`src/rtl/cnn_pkg.sv`:
```
// ---------------------------------------------------------------------------
// cnn_pkg
// Shared constants and types for the CNN layer-parameter receivers.
//   BIAS_NUM : biases per layer (even, two per stream beat)
//   BIAS_W   : bias width, two's complement
//   DATA_W   : stream beat width, two biases side by side
//   IDX_W    : bias index width
//   BEATS    : beats per complete load
//   ROW_W    : index width of one half-bank (even or odd biases)
//   CNT_W    : beat counter width, wide enough to count up to BEATS
// ---------------------------------------------------------------------------
package cnn_pkg;

  localparam int BIAS_NUM = 32;
  localparam int BIAS_W   = 32;
  localparam int DATA_W   = 2 * BIAS_W;
  localparam int IDX_W    = $clog2(BIAS_NUM);
  localparam int BEATS    = BIAS_NUM / 2;
  localparam int ROW_W    = IDX_W - 1;
  localparam int CNT_W    = $clog2(BEATS + 1);

  typedef enum logic [1:0] {
    IDLE = 2'd0,
    LOAD = 2'd1,
    DONE = 2'd2
  } bias_rx_state_t;

endpackage

```
`src/rtl/bias_regfile.sv`:
```
// ---------------------------------------------------------------------------
// bias_regfile
// Bias storage split into an even bank and an odd bank so that one stream
// beat (two biases) is written in a single cycle. One registered read port.
// Ports:
//   sclk, s_rst_n : clock, async active-low reset (clears every entry)
//   wr_en         : write both halves of row wr_row
//   wr_row        : beat index being written
//   wr_even       : bias[2*wr_row]
//   wr_odd        : bias[2*wr_row+1]
//   rd_addr       : bias index to read
//   rd_data       : bias[rd_addr] one cycle later, 0 when out of range
// ---------------------------------------------------------------------------
module bias_regfile
  import cnn_pkg::*;
(
  input  logic              sclk,
  input  logic              s_rst_n,
  input  logic              wr_en,
  input  logic [ROW_W-1:0]  wr_row,
  input  logic [BIAS_W-1:0] wr_even,
  input  logic [BIAS_W-1:0] wr_odd,
  input  logic [IDX_W-1:0]  rd_addr,
  output logic [BIAS_W-1:0] rd_data
);

  logic [BIAS_W-1:0] even_bank [BEATS];
  logic [BIAS_W-1:0] odd_bank  [BEATS];

  logic [ROW_W-1:0] rd_row;
  logic             rd_in_range;

  assign rd_row      = rd_addr[IDX_W-1:1];
  assign rd_in_range = ({1'b0, rd_addr} < (IDX_W+1)'(BIAS_NUM));

  // Both halves of a beat land in the same row; reset clears the whole bank
  // so a fresh layer never sees stale biases from before the reset.
  always_ff @(posedge sclk or negedge s_rst_n) begin
    if (!s_rst_n) begin
      for (int i = 0; i < BEATS; i++) begin
        even_bank[i] <= '0;
        odd_bank[i]  <= '0;
      end
    end else if (wr_en) begin
      even_bank[wr_row] <= wr_even;
      odd_bank[wr_row]  <= wr_odd;
    end
  end

  // Registered read sampling the bank before this cycle's write takes
  // effect, so a same-cycle write returns the previous contents.
  always_ff @(posedge sclk or negedge s_rst_n) begin
    if (!s_rst_n) begin
      rd_data <= '0;
    end else if (!rd_in_range) begin
      rd_data <= '0;
    end else begin
      rd_data <= rd_addr[0] ? odd_bank[rd_row] : even_bank[rd_row];
    end
  end

endmodule

```
`src/rtl/layer_bias_rx.sv`:
```
// ---------------------------------------------------------------------------
// layer_bias_rx
// Receives one layer's biases over a valid/ready/last stream (two biases per
// beat), stores them in bias_regfile and serves them on a registered read
// port. A start pulse arms each load.
// Ports:
//   sclk, s_rst_n : clock, async active-low reset
//   start         : one-cycle pulse, arms a new load (ignored mid-load)
//   bias_data     : beat, [31:0] even bias, [63:32] odd bias
//   bias_valid    : beat valid
//   bias_last     : final beat marker
//   bias_ready    : beat accept, high only while loading
//   rd_addr       : bias index to read
//   rd_data       : registered bias[rd_addr]
//   load_done     : one-cycle pulse after the load-ending transfer
//   bias_loaded   : level, bank holds a completed load
//   err_len       : sticky, the latest load had a length/last mismatch
// ---------------------------------------------------------------------------
module layer_bias_rx
  import cnn_pkg::*;
(
  input  logic              sclk,
  input  logic              s_rst_n,
  input  logic              start,
  input  logic [DATA_W-1:0] bias_data,
  input  logic              bias_valid,
  input  logic              bias_last,
  output logic              bias_ready,
  input  logic [IDX_W-1:0]  rd_addr,
  output logic [BIAS_W-1:0] rd_data,
  output logic              load_done,
  output logic              bias_loaded,
  output logic              err_len
);

  bias_rx_state_t   state, state_nxt;
  logic [CNT_W-1:0] cnt, cnt_nxt;
  logic             ready_nxt, done_nxt, loaded_nxt, err_nxt;
  logic             xfer, final_pos;

  assign xfer      = bias_valid & bias_ready;
  assign final_pos = (cnt == CNT_W'(BEATS - 1));

  // A load ends on whichever comes first: the final beat position or an
  // asserted last. Any disagreement between the two flags a length error.
  // Ready is precomputed from the next state so it drops together with the
  // entry into DONE, capping each load at BEATS transfers.
  always_comb begin
    state_nxt  = state;
    cnt_nxt    = cnt;
    loaded_nxt = bias_loaded;
    err_nxt    = err_len;
    done_nxt   = 1'b0;
    unique case (state)
      IDLE, DONE: begin
        if (start) begin
          state_nxt  = LOAD;
          cnt_nxt    = '0;
          loaded_nxt = 1'b0;
          err_nxt    = 1'b0;
        end
      end
      LOAD: begin
        if (xfer) begin
          cnt_nxt = cnt + CNT_W'(1);
          if (final_pos || bias_last) begin
            state_nxt  = DONE;
            done_nxt   = 1'b1;
            loaded_nxt = 1'b1;
            if (final_pos != bias_last) begin
              err_nxt = 1'b1;
            end
          end
        end
      end
      default: begin
        state_nxt = IDLE;
      end
    endcase
    ready_nxt = (state_nxt == LOAD);
  end

  always_ff @(posedge sclk or negedge s_rst_n) begin
    if (!s_rst_n) begin
      state       <= IDLE;
      cnt         <= '0;
      bias_ready  <= 1'b0;
      load_done   <= 1'b0;
      bias_loaded <= 1'b0;
      err_len     <= 1'b0;
    end else begin
      state       <= state_nxt;
      cnt         <= cnt_nxt;
      bias_ready  <= ready_nxt;
      load_done   <= done_nxt;
      bias_loaded <= loaded_nxt;
      err_len     <= err_nxt;
    end
  end

  // The beat counter doubles as the row address: beat k fills bias 2k/2k+1.
  bias_regfile u_regfile (
    .sclk    (sclk),
    .s_rst_n (s_rst_n),
    .wr_en   (xfer),
    .wr_row  (cnt[ROW_W-1:0]),
    .wr_even (bias_data[BIAS_W-1:0]),
    .wr_odd  (bias_data[DATA_W-1:BIAS_W]),
    .rd_addr (rd_addr),
    .rd_data (rd_data)
  );

endmodule

```
`config.mk`:
```
export PLATFORM = sky130hd
export DESIGN_NAME = layer_bias_rx
export DESIGN_NICKNAME = d
export VERILOG_FILES = /design/src/rtl/cnn_pkg.sv /design/src/rtl/bias_regfile.sv /design/src/rtl/layer_bias_rx.sv
export SDC_FILE = /design/constraint.sdc
export NUM_CORES = 1
export LEC_CHECK = 0
export BUFFER_PORTS_ARGS = -buffer_cell sky130_fd_sc_hd__buf_2
export CORE_ASPECT_RATIO = 2
export CORE_MARGIN = 4
export CORE_UTILIZATION = 62
export DETAILED_ROUTE_END_ITERATION = 12
export GPL_TIMING_DRIVEN = 0
export PLACE_DENSITY = 0.78
export SETUP_SLACK_MARGIN = 0.02
export SYNTH_ARGS = -nofsm -noshare
export SYNTH_HDL_FRONTEND = slang
export SYNTH_SLANG_ARGS = --single-unit
```
`constraint.sdc`:
```
create_clock -name sclk -period 5.95 [get_ports sclk]
set_clock_uncertainty 0.05 [all_clocks]
set_input_delay 0.8925 -clock sclk [delete_from_list [all_inputs] [get_ports sclk]]
set_output_delay 0.8925 -clock sclk [all_outputs]
set_load 0.02 [all_outputs]
```
* Yosys cells after proc, flatten, opt, wreduce, memory -nomap -nowiden
Cells that the tools add are included.
Widths: inputs -> output; s select.
** Operators by class
- Reduce and logical (&&, ||, !) cells :: 8
- Multiplexer cells :: 29
- Bitwise operators :: 3
- $add $sub $neg :: 1
- Equal/unequal tests :: 9
- $lt $le $gt $ge :: 3
** Operators by type and width (count)
- $bwmux 512 :: 2
- $bmux 32 s4 :: 2
- $mux 32 :: 6
- $demux 32 s4 :: 1
- $ge 5x5->1 const B :: 2
- $mux 5 :: 2
- $not 4->5 :: 2
- $pmux 5 s2 :: 1
- $mux 1 :: 9
- $mux 2 :: 3
- $ne 2x2->1 const B :: 3
- $add 5x1->5 const B :: 1
- $eq 5x4->1 const B :: 1
- $lt 5x1->1 const B :: 1
- $reduce_and 5->1 :: 1
- $eq 2x1->1 const B :: 2
- $pmux 1 s2 :: 2
- $pmux 2 s2 :: 1
- $reduce_and 4->1 :: 1
- $reduce_and 3->1 :: 1
- $eq 2x2->1 const B :: 1
- $logic_not 2->1 :: 1
- $ne 2x1->1 const B :: 1
- $reduce_bool 2->1 :: 1
- 5 further kinds :: 5
** Storage, ports and cells
- Output and inout bits :: 36
- Bits of input ports :: 74
- Bits in registers :: 1067

* Depth between registers and ports, before layout
- Depth after elaboration :: 6
- Mapped depth :: 9

* Modules after synthesis
From an unflattened synthesis, not the netlist that was laid out.
** Unflattened totals
- Cell total of the unflattened synthesis :: 3478
- Area total of the unflattened synthesis :: 48119.9 um^2
** By module, submodules not included
- bias_regfile :: times used 1, sequential area each 26425.3 um^2, cells an instance 3430, area an instance 47561.9 um^2
- layer_bias_rx :: times used 1, sequential area each 275.3 um^2, cells an instance 48, area an instance 558.0 um^2

* Worst setup path after synthesis
No wires, ideal clock.
- Path kind :: in2reg
- Start point :: input port rd_addr[1]
- End point :: register u_regfile.rd_data[10]
- Data arrival time :: 2.162 ns
- Buffers on the path :: 4
- Stages on the path :: 8
- Setup slack :: 3.609 ns
- Cell sequence :: buf_2 -> buf_2 -> buf_2 -> buf_4 -> mux2i_1 -> a22oi_1 -> a31oi_1 -> nand3_1
** On the way
- Cells in the longest elaborated chain, start to end :: 5
- Elaborated cells between the ends (all ways) :: 8
** RTL lines
- from (decl) :: RTL line layer_bias_rx.sv:29 : input logic [IDX_W-1:0] rd_addr,
- $not 4->5 (implied by the code) (*) :: RTL line bias_regfile.sv:58 : rd_data <= rd_addr[0] ? odd_bank[rd_row] : even_bank[rd_row];
- $bmux 32 s4 :: RTL line bias_regfile.sv:58
- $mux 32 (implied by the code) (2 in a row) :: RTL line bias_regfile.sv:58
- $mux 32 (*) :: RTL line bias_regfile.sv:58
- to (signal assigned) :: RTL line bias_regfile.sv:58
- to (decl) :: RTL line bias_regfile.sv:24 : output logic [BIAS_W-1:0] rd_data
Mark *: on every way between the ends. The rest lies on a longest branch, timed or not. The select of a mux whose other input is x is not followed.
A chain may end at the register's enable or synchronous reset.

* Final worst setup path
- Start point :: input port rd_addr[2]
- End point :: register u_regfile.rd_data[28]
Same word-level chain as after synthesis.

==> run metrics <==
status=finished clean; Netlist Area Pre-Place=48100 um2; post-cts sizing count=0; RSZ-0062 raised after global routing=false; Max rail drop VDD=0.281 mV; die width=205 um; first-pass GRT wire length=208000 um; kind of critical path=primary input to flip-flop; mean area per synthesized cell=13.9 um2; layout cells sized above 1=39.1%; most common flop cell mapped by yosys=dfrtp_1; non-filler cells, final=4792; Die Ht=402 um; minimum clock period=3.38 ns; post-route clock period utilization=56.8%; most frequent cells in the layout=1067 x dfrtp_1, 1024 x mux2_2, 512 x mux2i_1, 256 x buf_2, 145 x clkbuf_1; Non-Filler Cell Area, Final=53400 um2; cells after synthesis=3472; Final Max Tran Viols=0; Total GRT Usage=34.3%; DR WL met3=8080 um; start point of the critical path=rd_addr[2]; Worst Reg-to-Reg Cells=5; critical path endpoint=u_regfile.rd_data[28]; met2 wire len=72400 um; Leak Pwr=0.0270 uW; Seq cells post-synth=1067; DP HPWL=102000 um; GRT overflow=0; CTS buffer count=92; origin of the critical flop-to-flop path=cnt[0]; IO Port Bufs=108; largest family of logic cells by synthesized area=multiplexers; via count=30700; synth unique cells=32; DIE AREA=82300 um2; Synth Warn #=0; final core occ=69.4%; routability cong.=0.947; complex-gate fraction of the synthesized area=4.15%; post-layout power=18900 uW; Avg WL per Cell=29.5 um; setup_tns=0 ns; CTS HTree Levels=3; fin nets=3762; Clock Latency Late Sink=0.68 ns; ANT nets after route=0; CP max FO=10; 1st-pass router iterations=7; Req. time, crit path=6.40 ns; area share of fa/ha/maj cells after synthesis=0.156%; largest net degree at the start of global routing=138; Least-Margin Pin Slew=1.25 ns; Starting Density=62.5%; Min-Delay Path Class=primary input to asynchronous set/reset pin; vias in the first global route=33300; Power per Cell Area=354 nW/um2; Root Buffer=clkbuf_16; Synth Area in XOR/XNOR=0.0364%; register area share after synthesis=55.5%; Final setup viols=0; initial antenna violation count=12; Worst EP arrival=3.83 ns; r2r endpoint=u_regfile.odd_bank[398]; clock sinks=1067; placed cell areas=50100 um2; CTS clk-pin slew, worst paths=0.06 ns; CTS Buffer Depth=3; top sig layer=met5; Layout area overhead=11.1%; simple-gate share of the synthesized area=2.72%; core area=76900 um2; detailed-route DRC error count=0; CP endpoint kind=flip-flop; commonest non-fill, non-tap cell in the layout=dfrtp_1; Max Cap Viol=0; Final Hold Fails=0; mux contribution to synthesized area=34.6%; Worst slew margin=16.4%; hold_buf cts=0; WL final=141000 um; CP Launch Type=primary input; M1 WL=49500 um; Post-synth ARST share=100%; Highest Clock Rate=296 MHz; DP Cell Count=4610; worst reg2reg setup slack=3.55 ns; post-CTS setup buffer count=0; Avg Vias per Cell=6.40; Syn Nets=3552; IO Count=110; CTS tree=built; 1st-iter DRT viols=2216; # rows=144; Post-synth EDFFs=0
## through the flow
| stage | worst slack (ns) | hold slack (ns) |
|---|---|---|
| after floorplan | 3.61 | 0.418 |
| after global placement | -17.16 | 0.430 |
| after detailed placement | 2.05 | 0.442 |
| after CTS | 2.76 | 0.224 |
| after global routing | 2.61 | 0.266 |
| final | 2.57 | 0.193 |
## cell type report
cell class                 count  area [um2]
sequential                  1067       26700
fill                        5424       23500
multi-input combinational   2112       20100
clock buffer                 142        2850
buffer                       287        1310
tap                         1022        1280
timing repair buffer         116         771
clock inverter                27         393
antenna                       13        32.5
inverter                       6        22.5
## synthesized netlist by cell type (6+ instances only)
cell type,instances,share of area (%)
a21oi_1,96,1.0
a22o_1,64,1.2
a22oi_1,96,1.5
a31oi_1,33,0.43
buf_1,6,0.047
buf_2,149,1.6
buf_6,6,0.14
clkbuf_1,125,0.98
dfrtp_1,1067,56
ha_1,6,0.16
inv_1,6,0.047
mux2_2,1024,24
mux2i_1,512,11
nand2_1,101,0.79
nand2_2,16,0.21
nand3_1,98,1.0
nor2_1,8,0.062
nor3_1,33,0.34
## routing by layer
metal | up-vias | track usage [%]
met1 | 15900 | 38.0
met2 | 1186 | 58.9
met5 | - | 0
met3 | 501 | 6.98
met4 | 4 | 23.2
li1 | 13000 | -
## how the worst min path moves through the flow
stage / startpoint / endpoint / slack (ns) / cells past startpoint
2_1_floorplan: cnt[4] / cnt[4] / 0.42 / 2
3_3_place_gp: bias_loaded / bias_loaded / 0.43 / 2
3_5_place_dp: u_regfile.even_bank[102] / u_regfile.even_bank[102] / 0.44 / 1
4_1_cts: s_rst_n / u_regfile.odd_bank[500] / 0.22 / 1
5_1_grt: s_rst_n / u_regfile.odd_bank[500] / 0.27 / 1
6_report: s_rst_n / u_regfile.odd_bank[500] / 0.19 / 1
## critical path, cell delays in order
cell and delay (ns):
buf_2 0.13, nor2_1 0.13, buf_2 0.36, clkbuf_1 0.78, clkbuf_1 0.98, nand2_1 0.10
a31oi_1 0.21, nand3_1 0.21
## registers in the layout (all words and copies together), names as in the netlist
name	count
bias_loaded	1
bias_ready	1
cnt	5
err_len	1
load_done	1
state	2
u_regfile.even_bank	512
u_regfile.odd_bank	512
u_regfile.rd_data	32
## where the power goes
part / internal, uW / total [uW] / switching (uW)
clock: 3730 / 6430 / 2710
combinational: 1640 / 3310 / 1670
sequential: 8520 / 9180 / 661
## cells by family after synthesis
family | count (synthesis)
muxes | 1536
DFF | 1067
AOI/OAI and AO/OA | 294
buffers and inverters | 293
and+or+nand+nor | 274
adders and majority gates | 6
xor gates and xnor gates | 2
No activity file was read; power rests on OpenSTA's default activity.
